File: config.mk
export PLATFORM = sky130hd
export DESIGN_NAME = vec_stream_tx
export DESIGN_NICKNAME = d
export VERILOG_FILES = /design/src/rtl/vec_stream_tx.sv
export SDC_FILE = /design/constraint.sdc
export NUM_CORES = 1
export LEC_CHECK = 0
export CELL_PAD_IN_SITES_DETAIL_PLACEMENT = 0
export CELL_PAD_IN_SITES_GLOBAL_PLACEMENT = 1
export CORE_MARGIN = 4
export CORE_UTILIZATION = 41
export CTS_CLUSTER_DIAMETER = 40
export CTS_CLUSTER_SIZE = 20
export DETAILED_ROUTE_END_ITERATION = 6
export PLACE_DENSITY = 0.84
export SKIP_CTS_REPAIR_TIMING = 1
export SLEW_MARGIN = 30
export SYNTH_ARGS = -nofsm -noshare
export SYNTH_HDL_FRONTEND = slang
export SYNTH_SLANG_ARGS = --single-unit
File: constraint.sdc
create_clock -name clk -period 2.2 [get_ports clk]
set_clock_uncertainty 0.1 [all_clocks]
set_input_delay 0.22 -clock clk [delete_from_list [all_inputs] [get_ports clk]]
set_output_delay 0.22 -clock clk [all_outputs]
set_load 0.1 [all_outputs]
File: src/rtl/vec_stream_tx.sv
`default_nettype none
// +--------------------------------------------------------------------------+
// | vec_stream_tx : loads a LENX-sample signed vector, then streams it on a   |
// | valid/ready port. Optional macro VEC_TX_LOOP_EN enables gapless re-send.  |
// | Revision: 1.0                                                             |
// +--------------------------------------------------------------------------+
module vec_stream_tx #(
  parameter int WIDTH  = 8,
  parameter int LENX   = 8,
  parameter int LOGLEN = 3
) (
  input  logic             clk,
  input  logic             reset,
  input  logic [WIDTH-1:0] ld_data,
  input  logic             ld_valid,
  output logic             ld_ready,
  input  logic             start,
  input  logic             clr,
  output logic [WIDTH-1:0] m_data_out_x,
  output logic             m_valid_x,
  input  logic             m_ready_x,
  output logic             busy,
  output logic [7:0]       vec_count
);

  typedef enum logic [1:0] {
    S_LOAD = 2'd0,
    S_FULL = 2'd1,
    S_SEND = 2'd2
  } state_t;

  localparam logic [LOGLEN-1:0] c_last_idx = LOGLEN'(LENX - 1);

  state_t            r_state;
  state_t            w_state_next;
  logic [LOGLEN-1:0] r_ld_idx;
  logic [LOGLEN-1:0] r_tx_idx;
  logic [7:0]        r_vec_count;
  logic [WIDTH-1:0]  r_buf [LENX];

  logic w_ld_xfer;
  logic w_tx_xfer;
  logic w_ld_last;
  logic w_tx_last;
  logic w_start_send;

  assign w_ld_xfer    = (r_state == S_LOAD) && ld_valid;
  assign w_tx_xfer    = (r_state == S_SEND) && m_ready_x;
  assign w_ld_last    = (r_ld_idx == c_last_idx);
  assign w_tx_last    = (r_tx_idx == c_last_idx);
  assign w_start_send = (r_state == S_FULL) && start;

  always_comb begin
    w_state_next = r_state;
    case (r_state)
      S_LOAD: if (w_ld_xfer && w_ld_last) w_state_next = S_FULL;
      S_FULL: if (start) w_state_next = S_SEND;
      S_SEND: begin
        if (w_tx_xfer && w_tx_last) begin
`ifdef VEC_TX_LOOP_EN
          w_state_next = start ? S_SEND : S_FULL;
`else
          w_state_next = S_FULL;
`endif
        end
      end
      default: w_state_next = S_LOAD;
    endcase
    if (clr) w_state_next = S_LOAD;
  end

  always_ff @(posedge clk) begin
    if (reset) begin
      r_state     <= S_LOAD;
      r_ld_idx    <= '0;
      r_tx_idx    <= '0;
      r_vec_count <= 8'd0;
    end else begin
      r_state <= w_state_next;
      if (clr) begin
        r_ld_idx <= '0;
        r_tx_idx <= '0;
      end else begin
        if (w_ld_xfer) r_ld_idx <= w_ld_last ? '0 : r_ld_idx + 1'b1;
        if (w_start_send) r_tx_idx <= '0;
        if (w_tx_xfer) begin
          r_tx_idx <= w_tx_last ? '0 : r_tx_idx + 1'b1;
          if (w_tx_last) r_vec_count <= r_vec_count + 8'd1;
        end
      end
    end
  end

  // Buffer is deliberately not reset; only the index bookkeeping matters.
  always_ff @(posedge clk) begin
    if (!reset && !clr && w_ld_xfer) r_buf[r_ld_idx] <= ld_data;
  end

  assign ld_ready     = (r_state == S_LOAD);
  assign m_valid_x    = (r_state == S_SEND);
  assign m_data_out_x = (r_state == S_SEND) ? r_buf[r_tx_idx] : '0;
  assign busy         = (r_state == S_SEND);
  assign vec_count    = r_vec_count;

endmodule
`default_nettype wire

* Word level (Yosys, flattened, before mapping)
Memories as Yosys holds them, arrays and structs flattened. A register that Yosys moved wholly into a read port is not among the register bits.
Index checks and enable logic that the tools add are counted.
** Storage, ports and cells
- Bits in writable memories :: 64
- Memories kept :: 1
- Output and inout bits :: 19
- Register bits after elaboration :: 16
- Bits of input ports :: 14
** Operators by class
- $add $sub $neg :: 3
- Equal/unequal tests :: 7
- Muxes and demuxes :: 13
- Reductions and logical operators :: 14
- Bitwise operators :: 1
** Memories
- r_buf :: words 8, bits a word 8, rd ports 1, clocked after memory_dff 1, wr ports 1, RTL line 39 : logic [WIDTH-1:0] r_buf [LENX];
** Operators by type and width (count)
- $mux 3 :: 6
- $add 8x1->8 const B :: 1
- $mux 8 :: 1
- $logic_and 1x1->1 :: 7
- $add 3x1->3 const B :: 2
- $eq 3x3->1 const B :: 2
- $mux 2 :: 3
- $pmux 2 s3 :: 1
- $reduce_and 3->1 :: 2
- $ne 2x1->1 const B :: 2
- $eq 2x1->1 const B :: 1
- $eq 2x2->1 const B :: 1
- $logic_not 1->1 :: 2
- $logic_not 2->1 :: 1
- $mux 1 :: 2
- $ne 2x2->1 const B :: 1
- $reduce_bool 2->1 :: 1
- $reduce_or 2->1 :: 1
- $not 1->1 :: 1

* Logic depth before layout (Yosys ltp)
- Depth in word-level cells :: 6
- Gate-level depth with buffers :: 6
- Depth with buffers taken out :: 5

* Worst setup path before layout
Ideal clock, no wire load.
- Path type :: register to output
- Start :: register r_state[1]
- End :: output port m_data_out_x[0]
- Stages on the path, launching flop included :: 5
- Buffers on the path :: 2
- Slack :: -202 ps
- Required time :: 1880 ps
- Arrival :: 2082 ps
- Cell sequence :: dfxtp_1 buf_2 nor2b_1 buf_2 and3_1
** Between the ends
- Longest elaborated chain between the ends :: 2
** Ends and longest elaborated chain
- start: declaration :: RTL line 34 : state_t r_state;
- start signal: assignment :: RTL line 79 : r_state <= w_state_next;
- $eq 2x2->1
- via busy :: RTL line 22 : output logic busy,
- $mux 8 :: RTL line 101 : assign m_data_out_x = (r_state == S_SEND) ? r_buf[r_tx_idx] : '0;
- end: declaration :: RTL line 19 : output logic [WIDTH-1:0] m_data_out_x,
The timed path passes the listed nets, and every way through them passes these cells.

==> flow_summary.toml <==
[outcome]
status = "complete, no violations"

[synth]
synthesis.area_mm2 = 0.003427
synth_cells = 240
synth-simple-area-share_pct = 11.65
synth-compound-area-share_pct = 7.010
ys_seq_elements = 83
ys_types = 33
synthMuxAreaShare_pct = 10.26
yosysWarnings = 0
synth_xor_area_share_pct = 0
synth_top_family_by_area = "simple AND/OR/NAND/NOR gates"
synthAdderAreaFrac_pct = 1.825
yosysSeqAreaShare_pct = 67.18
syn_nets = 259
syn_avg_cell_area_um2 = 14.28

[worst_hold_path]
hp-class = "flip-flop to flip-flop"

[setup_path]
cp.required_ps = 1880
endpoint = "m_data_out_x[5]"
endpoint_kind = "primary output"
rrSetupSlack_ps = 320
cp_max_fo = 13
worstPathArrival_ps = 1770
timing.rr.end = "vec_count[6]"
timing.rr.start = "r_tx_idx[0]"
ff2ff_path_depth = 5
start_kind = "flip-flop"
critical_path_class = "flip-flop to primary output"

[timing]
hold_viol_final = 0
fmax_ghz = 0.4792
rsz0062_at_grt = "false"
tightest_slew_ps = 546.0
hold_ws_ps = 401.0
fin_ws_ps = 113.4
setup_viol = 0
maxSlewHeadroom_pct = 63.52
period_needed_ps = 2087
fin_crit_sh_pct = 94.85
final_max_slew_viol_count = 0

[global_route]
grt_use_total_pct = 13.43
grt_max_degree = 17
antenna_found_initial = 0
grt_pass1_wl_mm = 10.31
grt_pass1_vias = 2115
grt-ovfl-total = 0

[layout]
fillers = 682
area_delta_synth_final_pct = 26.83
finalNonFillerCells = 402
design_area_mm2 = 0.004347
num_antenna_cells = 0
mostFrequentLayoutCell = "edfxtp_1"
nets = 311
drive_gt1_share_pct = 24.24
final_cell_mix = "edfxtp_1, mux2i_1, buf_4, dfxtp_1, a22oi_1"

[clocking]
clkTransAtPathRegs_ps = 80
h-tree-depth = 3
numCtsBuffers = 9
root_buffer = "clkbuf_8"
cts_sinks = 83
clk_latency_ps = 350
max-clock-path-buffers = 2
cts_tree = "yes"

[die]
core_mm2 = 0.008175
start_util_pct = 41.92
die_w_um = 99.43
die_h_um = 99.43
die_area_mm2 = 0.009885
rows = 33
pin_count = 33

[placement]
dp_slack_ps = 23.36
dp_hpwl_mm = 4.348
dp.cells = 379
numPortBuffers = 32
place.gp.congestion = 0.7482
placed_area_mm2 = 0.004041

[detailed_routing]
drtIter0Drc = 93
drt-total-wl_mm = 6.378
viasPerCell = 5.157
ant_nets = 0
vias = 2073
firstDrtPassIters = 4
drc = 0
wl_per_cell_um = 15.87

[pwr]
p_total_mw = 3.074
irDropWorstVdd_mv = 0.3222
cellPowerDensity_mw_per_mm2 = 707.3
p_leak_nw = 1.481

[job]
drv_cap = 0
-- sequential cells by signal, summed over array words and instances (netlist names), named ones only --
signal / count
vec_count: 8
r_state: 2
r_ld_idx: 3
r_buf: 64
r_tx_idx: 3
-- synth_stat cells --
library cell	count	area [µm²]
nor4b_2	1	15.01
buf_1	3	11.26
and3_1	8	50.05
nand4b_1	1	8.760
or3_1	3	18.77
mux2i_1	34	340.3
nand3b_1	6	45.04
or4_1	3	22.52
nand3_1	7	35.03
nor2b_1	4	25.02
nor3b_1	1	7.510
or2_2	1	6.260
nor3_1	4	20.02
buf_4	3	22.52
mux2_2	1	11.26
nand2b_1	5	31.28
nand2_1	3	11.26
clkbuf_2	1	5.000
nor2_1	13	48.80
a21o_1	1	7.510
dfxtp_1	19	380.4
a22oi_1	16	120.1
a21oi_1	14	70.07
clkbuf_1	2	7.510
nand4b_4	1	23.77
ha_1	5	62.56
o21ai_0	4	20.02
nand4_1	1	6.260
or3b_1	2	17.52
o31ai_1	3	22.52
buf_2	5	25.02
edfxtp_1	64	1922
and2_1	1	6.260
-- where the power goes --
group / internal, mW / switching (mW)
combinational: 0.0346 / 0.0386
sequential: 1.69 / 0.00287
clock: 0.763 / 0.546
total: 2.49 / 0.587
-- layer usage --
layer / GRT usage [%] / routed length [µm] / vias up
met5: 0 / 0 / -
met4: 5.987 / 123 / 0
met3: 2.384 / 179 / 10
met2: 22.26 / 3175 / 35
met1: 17.25 / 2900 / 997
li1: - / - / 1031
-- worst min path at each step --
stage | startpoint | end | slack [ps] | cells past startpoint
floorplan | ld_data[0] | r_buf[0][0] | 220 | 0
global placement | r_tx_idx[1] | flip-flop | 390 | 2
detailed placement | r_tx_idx[1] | flip-flop | 380 | 2
CTS | r_tx_idx[1] | flip-flop | 400 | 2
global route | r_tx_idx[2] | r_tx_idx[2] | 440 | 2
finish | r_tx_idx[1] | flip-flop | 400 | 2
-- critical path: stages (launching register included) --
cell     delay [ps]
dfxtp_4         440
buf_12          180
mux2i_1         220
a22oi_1         130
and3_2          270
buf_12          170
-- logic make-up (layout without fill, tap and decap cells) --
| family | after synthesis | in the layout |
|---|---|---|
| compound gates | 38 | 38 |
| fa+ha+maj | 5 | 5 |
| buf+inv | 14 | 71 |
| flops | 83 | 83 |
| mux | 35 | 35 |
| simple gates | 65 | 65 |
-- cell type report --
class,instances,area [µm²],area share [%]
Sequential cell,83,2306,53.05
Multi-Input combinational cell,143,1066,24.52
Timing Repair Buffer,55,595.6,13.70
Tap cell,105,131.4,3.022
Clock buffer,9,123.9,2.850
Clock inverter,7,123.9,2.850
-- through the flow --
stage / utilization [%] / setup TNS [ps]
after CTS: 52.46 / -261.2
final: 53.17 / 0
after global routing: 53.17 / 0
after global placement: 49.43 / 0
after detailed placement: 49.43 / 0
after floorplan: - / 0
Note: power is estimated with default switching activity, not from simulation.
